**src/rtl/mode_sequencer_pkg.sv**
```systemverilog
// Shared definitions for the mode sequencer: state codes, default parameters
// and the priority next-set-bit search used for EXEC and DISPLAY advancement.
package mode_sequencer_pkg;

  localparam int MAX_MODES              = 8;
  localparam int DEFAULT_NUM_MODES      = 3;
  localparam int DEFAULT_DISP_HOLD      = 4;
  localparam int DEFAULT_TIMEOUT_CYCLES = 1024;

  typedef enum logic [2:0] {
    ST_IDLE    = 3'd0,
    ST_CAPTURE = 3'd1,
    ST_SEND    = 3'd2,
    ST_EXEC    = 3'd3,
    ST_DISPLAY = 3'd4,
    ST_ERROR   = 3'd5
  } state_t;

  typedef struct packed {
    logic       found;
    logic [2:0] idx;
  } next_t;

  // Lowest set bit of mask at or above start; start = MAX_MODES finds nothing.
  function automatic next_t next_set(input logic [MAX_MODES-1:0] mask,
                                     input logic [3:0] start);
    next_t r;
    r.found = 1'b0;
    r.idx   = 3'd0;
    for (int i = MAX_MODES - 1; i >= 0; i--) begin
      if (mask[i] && (4'(i) >= start)) begin
        r.found = 1'b1;
        r.idx   = 3'(i);
      end
    end
    return r;
  endfunction

endpackage

```
**src/rtl/mode_sequencer_watchdog.sv**
```systemverilog
// Per-state watchdog: counts cycles while active, clears on restart, and
// flags expiry on the TIMEOUT_CYCLES-th cycle. TIMEOUT_CYCLES=0 never expires.
module mode_sequencer_watchdog #(
  parameter int TIMEOUT_CYCLES = 1024
) (
  input  logic clk,
  input  logic reset,
  input  logic active,
  input  logic clear,
  output logic expired
);

  localparam int  CNT_W  = (TIMEOUT_CYCLES > 1) ? $clog2(TIMEOUT_CYCLES) : 1;
  localparam bit  ENABLE = (TIMEOUT_CYCLES != 0);
  localparam logic [CNT_W-1:0] LAST = CNT_W'((TIMEOUT_CYCLES > 0) ? TIMEOUT_CYCLES - 1 : 0);

  logic [CNT_W-1:0] cnt_q;

  // NOTE: sequential state uses non-blocking assignments so every flop samples
  // pre-edge values regardless of process ordering.
  always_ff @(posedge clk or posedge reset) begin
    if (reset)                cnt_q <= '0;
    else if (clear || !active) cnt_q <= '0;
    else if (cnt_q != LAST)   cnt_q <= cnt_q + 1'b1;
  end

  assign expired = ENABLE && active && (cnt_q == LAST);

endmodule

```
**src/rtl/mode_sequencer.sv**
```systemverilog
// Run sequencer: CAPTURE -> SEND -> enabled compute modes -> timed DISPLAY walk,
// with a per-state watchdog that traps into a sticky ERROR state.
module mode_sequencer
  import mode_sequencer_pkg::*;
#(
  parameter int NUM_MODES      = DEFAULT_NUM_MODES,
  parameter int DISP_HOLD      = DEFAULT_DISP_HOLD,
  parameter int TIMEOUT_CYCLES = DEFAULT_TIMEOUT_CYCLES,
  localparam int MODE_W        = (NUM_MODES > 1) ? $clog2(NUM_MODES) : 1
) (
  input  logic                 clk,
  input  logic                 reset,
  input  logic                 run,
  input  logic [NUM_MODES-1:0] mode_en,
  input  logic                 done_capture,
  input  logic                 done_send,
  input  logic [NUM_MODES-1:0] done_mode,
  output logic                 state_capture,
  output logic                 state_send,
  output logic [NUM_MODES-1:0] state_mode,
  output logic [NUM_MODES-1:0] latch_mode,
  output logic                 state_display,
  output logic [MODE_W-1:0]    disp_sel,
  output logic [2:0]           current_state,
  output logic                 busy,
  output logic                 done,
  output logic                 err
);

  localparam int HOLD_W = (DISP_HOLD > 1) ? $clog2(DISP_HOLD) : 1;
  localparam logic [HOLD_W-1:0] HOLD_LAST = HOLD_W'(DISP_HOLD - 1);

  state_t                state_q, state_d;
  logic [NUM_MODES-1:0]  en_q, en_d;
  logic [MODE_W-1:0]     cur_q, cur_d;
  logic [HOLD_W-1:0]     hold_q, hold_d;
  logic                  done_q, done_d;
  logic                  err_q, err_d;
  logic                  advance;
  logic                  wd_active, wd_expired;
  logic [MAX_MODES-1:0]  en_pad;
  next_t                 first_set, after_cur;

  assign en_pad    = MAX_MODES'(en_q);
  assign first_set = next_set(en_pad, 4'd0);
  assign after_cur = next_set(en_pad, 4'(cur_q) + 4'd1);

  always_ff @(posedge clk or posedge reset) begin
    if (reset) begin
      state_q <= ST_IDLE;
      en_q    <= '0;
      cur_q   <= '0;
      hold_q  <= '0;
      done_q  <= 1'b0;
      err_q   <= 1'b0;
    end else begin
      state_q <= state_d;
      en_q    <= en_d;
      cur_q   <= cur_d;
      hold_q  <= hold_d;
      done_q  <= done_d;
      err_q   <= err_d;
    end
  end

  // NOTE: every signal driven here gets a default first so no path can infer a latch.
  always_comb begin
    state_d    = state_q;
    en_d       = en_q;
    cur_d      = cur_q;
    hold_d     = hold_q;
    done_d     = 1'b0;
    err_d      = err_q;
    advance    = 1'b0;
    latch_mode = '0;
    unique case (state_q)
      ST_IDLE: if (run) begin
        state_d = ST_CAPTURE;
        en_d    = mode_en;
      end
      ST_CAPTURE: begin
        if (done_capture)    state_d = ST_SEND;
        else if (wd_expired) begin state_d = ST_ERROR; err_d = 1'b1; end
      end
      ST_SEND: begin
        if (done_send) begin
          if (first_set.found) begin
            state_d = ST_EXEC;
            cur_d   = MODE_W'(first_set.idx);
          end else begin
            state_d = ST_IDLE;
            done_d  = 1'b1;
          end
        end else if (wd_expired) begin
          state_d = ST_ERROR;
          err_d   = 1'b1;
        end
      end
      ST_EXEC: begin
        // Only the running mode's done is honoured; other bits are stray.
        if (done_mode[cur_q]) begin
          latch_mode[cur_q] = 1'b1;
          if (after_cur.found) begin
            cur_d   = MODE_W'(after_cur.idx);
            advance = 1'b1;
          end else begin
            state_d = ST_DISPLAY;
            cur_d   = MODE_W'(first_set.idx);
            hold_d  = '0;
          end
        end else if (wd_expired) begin
          state_d = ST_ERROR;
          err_d   = 1'b1;
        end
      end
      ST_DISPLAY: begin
        if (hold_q == HOLD_LAST) begin
          hold_d = '0;
          if (after_cur.found) begin
            cur_d = MODE_W'(after_cur.idx);
          end else begin
            state_d = ST_IDLE;
            done_d  = 1'b1;
          end
        end else begin
          hold_d = hold_q + 1'b1;
        end
      end
      ST_ERROR: if (run) begin
        state_d = ST_CAPTURE;
        en_d    = mode_en;
        err_d   = 1'b0;
      end
      default: state_d = ST_IDLE;
    endcase
  end

  // Advancing to the next mode restarts the timeout just like a state change.
  assign wd_active = (state_q == ST_CAPTURE) || (state_q == ST_SEND) || (state_q == ST_EXEC);

  mode_sequencer_watchdog #(
    .TIMEOUT_CYCLES(TIMEOUT_CYCLES)
  ) u_watchdog (
    .clk    (clk),
    .reset  (reset),
    .active (wd_active),
    .clear  ((state_d != state_q) || advance),
    .expired(wd_expired)
  );

  assign state_capture = (state_q == ST_CAPTURE);
  assign state_send    = (state_q == ST_SEND);
  assign state_mode    = (state_q == ST_EXEC) ? (NUM_MODES'(1) << cur_q) : '0;
  assign state_display = (state_q == ST_DISPLAY);
  assign disp_sel      = state_display ? cur_q : '0;
  assign current_state = state_q;
  assign busy          = (state_q != ST_IDLE) && (state_q != ST_ERROR);
  assign done          = done_q;
  assign err           = err_q;

endmodule

```
**config.mk**
```make
export PLATFORM = sky130hd
export DESIGN_NAME = mode_sequencer
export DESIGN_NICKNAME = d
export VERILOG_FILES = /design/src/rtl/mode_sequencer_pkg.sv /design/src/rtl/mode_sequencer_watchdog.sv /design/src/rtl/mode_sequencer.sv
export SDC_FILE = /design/constraint.sdc
export NUM_CORES = 1
export LEC_CHECK = 0
export BUFFER_PORTS_ARGS = -buffer_cell sky130_fd_sc_hd__buf_2
export CAP_MARGIN = 20
export CORE_MARGIN = 1.5
export CORE_UTILIZATION = 45
export DETAILED_ROUTE_END_ITERATION = 10
export PLACE_DENSITY = 0.76
export SLEW_MARGIN = 20
export SYNTH_ARGS = -nofsm -noshare
export SYNTH_HDL_FRONTEND = slang
export SYNTH_SLANG_ARGS = --single-unit
export TNS_END_PERCENT = 20
```
**constraint.sdc**
```tcl
create_clock -name clk -period 1.8 [get_ports clk]
set_clock_uncertainty 0.2 [all_clocks]
set_input_delay 0.36 -clock clk [delete_from_list [all_inputs] [get_ports clk]]
set_output_delay 0.36 -clock clk [all_outputs]
set_load 0.02 [all_outputs]
```
==> flow_summary_export.csv <==
group,metric,value,unit
detailed_routing,drt_iter0_drc,112,
power_and_ir_drop,sequentialPowerShare,0.196,
cts,tritoncts,"done",
worst_setup_path,crit_type,"reg -> reg",
grt,track_usage,0.273,
worst_setup_path,cpPeakStageDelay,0.45,ns
placement,numPortBuffers,27,
logic_synthesis,synth_area,1640,sq um
power_and_ir_drop,switching_share,0.456,
cts,root_buffer,"clkbuf_4",
layout,instances_no_fill,321,
sta,max_slew.worst_pin.slew,0.448,ns
layout,finish.utilization,0.779,
sta,layout_setup_ws,-0.372,ns
detailed_routing,vias_per_cell,5.90,
placement,gp_congestion,0.846,
grt,grt_pass1_wl,8540,microns
logic_synthesis,syn_avg_cell_area,9.37,sq um
sta,rsz0062_at_grt,"yes",
logic_synthesis,seq_area_frac_synth,0.336,
worst_setup_path,critical_path_arrival,2.18,ns
logic_synthesis,synth_edf_count,0,
grt,grt_pass1_vias,1844,
layout,drive_above_1_share,0.575,
cts,htreeDepth,1,
detailed_routing,post_drt_wl_per_cell,18.8,microns
cts,cts_inserted_buffers,3,
layout,layout.nets,289,
floorplanning,io_pins,28,
power_and_ir_drop,p_int,2.26,mW
placement,dpl.hpwl,3300,microns
worst_setup_path,critical_path.max_fanout,5,
logic_synthesis,synth-main-ff-cell,"dfrtp_1",
sta,hold_viol_final,0,
worst_setup_path,start_kind,"register",
logic_synthesis,synth_top_area_cell,"dfrtp_1",
power_and_ir_drop,combPwrFrac,0.746,
floorplanning,initial_utilization,0.480,
detailed_routing,drt-total-wl,6020,microns
floorplanning,die_w,63.4,microns
grt,antenna_found_initial,0,
worst_setup_path,crit_path_top_delay_cell,"dfrtp_1",
detailed_routing,antenna_left,0,
flow_run,drv_cap,0,
power_and_ir_drop,pwr-share-clk,0.059,
outcome,failed_checks,"setup timing",
worst_setup_path,path_cells,"or2_2 > nor3b_1 > buf_4 > o211ai_2 > o211ai_1 > buf_4 > nor4_4",
layout,syn_to_final_growth,62.4,%
logic_synthesis,yosys_warnings,0,
outcome,status,"complete, but fails checks",
floorplanning,die_h,63.4,microns
floorplanning,core_area,3420,sq um
cts,clk_pin_slew,0.12,ns
power_and_ir_drop,power.density,1560,nW/um^2
cts,clk_path_buf_depth,2,
logic_synthesis,synth_cell_type_count,57,
hold_path,worstHoldPathType,"in -> reg",
grt,grt_max_degree,23,
detailed_routing,drc,0,
detailed_routing,firstDrtPassIters,4,
floorplanning,num_rows,21,
grt,grt_overflow,0,
layout,diodes,0,
cts,cts.sinks,22,
logic_synthesis,synth_seq_cells,22,
sta,drv_slew,0,
logic_synthesis,syn_inst,175,
logic_synthesis,syn_nets,188,
sta,min_period_over_period,1.21,
power_and_ir_drop,p_sw,1.89,mW
sta,fin_crit,2.17,ns
power_and_ir_drop,leakagePower,1.23,nW
logic_synthesis,async_reset_ff_frac,1.00,
sta,setup_violations,30,
worst_setup_path,path_common_cell,"buf_4",
sta,relSlewSlack,0.701,
detailed_routing,via_count,1893,
sta,setup_tns,-7.50,ns
logic_synthesis,synth_area_leaders,"dfrtp_1, mux2i_1, buf_6",
worst_setup_path,end_kind,"register",
power_and_ir_drop,ir_drop,1.16,mV
sta,fmax,460,MHz
cts,worstSkewPairLatency,0.32,ns
worst_setup_path,worstPathRequired,1.80,ns
logic_synthesis,yosys.area.top_type_share,0.336,
placement,dp_cells,297,
floorplanning,dieArea,4010,sq um
## metal layers
metal	wire length, microns	vias to the layer above	global-route usage
met5	0	-	0
met1	2470	907	0.325
met4	269	0	0.139
li1	-	873	-
met3	242	30	0.0304
met2	3040	83	0.483
## final timing paths
kind / from / end / cells after the start / slack [ns]
worst max-delay path: en_q[1] / u_watchdog.cnt_q[2] / 7 / -0.37
worst max register to register: en_q[1] / u_watchdog.cnt_q[2] / 7 / -0.37
worst min-delay path: mode_en[0] / en_q[0] / 2 / 0.07
worst min register to register: err / err / 1 / 0.32
max in group asynchronous: reset / current_state[1] / 4 / 0.75
min in group asynchronous: reset / u_watchdog.cnt_q[2] / 4 / 0.40
## area by class of cell
class / count / area [sq um]
flip-flops and latches: 22 / 557
clock buffers: 4 / 26.3
well taps: 46 / 57.6
repair buffers: 105 / 851
fillers: 229 / 754
inverters: 6 / 22.5
multi-input cells: 138 / 1150
## cell usage after synthesis (3+ instances only)
cell type and count:
and3_1 5, mux2i_1 6, o211ai_1 3, nor3b_1 3
nor4_1 9, buf_2 3, nand2_1 11, a22o_1 3
nand3_1 5, nor3_1 4, inv_1 6, o22ai_1 3
o21ai_0 10, a21oi_1 4, o211ai_2 3, nor2_1 14
and2_1 5, dfrtp_1 22, buf_6 5, a31oi_1 3
## cells in the final DEF (no fill, tap or decap), types with 3 or more instances in the layout
master     n
a21oi_1    4
a22o_1     3
a31oi_1    3
and2_4     4
and3_1     4
buf_2     14
buf_4     68
buf_6     20
clkbuf_4   3
dfrtp_1   17
dfrtp_2    5
inv_1      5
mux2i_1    5
nand2_1    9
nand3_1    5
nor2_1    11
nor4_1     5
o211ai_1   4
o211ai_2   3
o21ai_0    7
o21ai_1    3
## power by group through the flow
stage	clock [mW]	sequential, mW	combinational [mW]
2_1_floorplan	0	0.791	1.30
3_3_place_gp	0	0.835	2.00
3_5_place_dp	0	0.838	2.04
4_1_cts	0.249	0.784	2.50
5_1_grt	0.267	0.821	3.25
6_report	0.245	0.812	3.09
## stage by stage
stage | area, sq um | worst slack (ns) | hold WS, ns | power, mW
global route | 2660 | -0.409 | 0.0633 | 4.34
floorplan | 1670 | -0.280 | 0.149 | 2.09
detailed placement | 2210 | -0.424 | 0.213 | 2.88
global placement | 2210 | -0.251 | 0.208 | 2.83
CTS | 2460 | -0.320 | 0.0650 | 3.53
finish | 2660 | -0.372 | 0.0668 | 4.15
## state kept, by name, summed over array words and instances, names as in the netlist
name / flops
en_q: 3
err: 1
current_state: 3
cur_q: 2
u_watchdog.cnt_q: 10
done: 1
hold_q: 2
## kinds of logic after synthesis
kind of cell / after synthesis / share of synthesized area
and+or+nand+nor: 77 / 0.280
AOI/OAI and AO/OA: 46 / 0.224
DFF: 22 / 0.336
buffers and inverters: 16 / 0.0702
muxes: 9 / 0.0588
xor gates and xnor gates: 3 / 0.0160
adders and majority gates: 2 / 0.0153
## critical path: cells and delay by family, from the launching register on
kind | cells | cell delay (ns)
buffers and inverters | 2 | 0.40
AOI/OAI and AO/OA | 2 | 0.28
and+or+nand+nor | 3 | 0.74
DFF | 1 | 0.45
## repair_timing
action / in CTS / in global routing
endpoints found under the setup margin: 34 / 35
hold buffers: 1 / 0
setup buffers: 14 / 4
cloned: 0 / 1
endpoints found under the hold margin: 22 / 0
gates resized for setup: 35 / 41
pin swaps: 6 / 6
(Power assumes the default switching activity.)
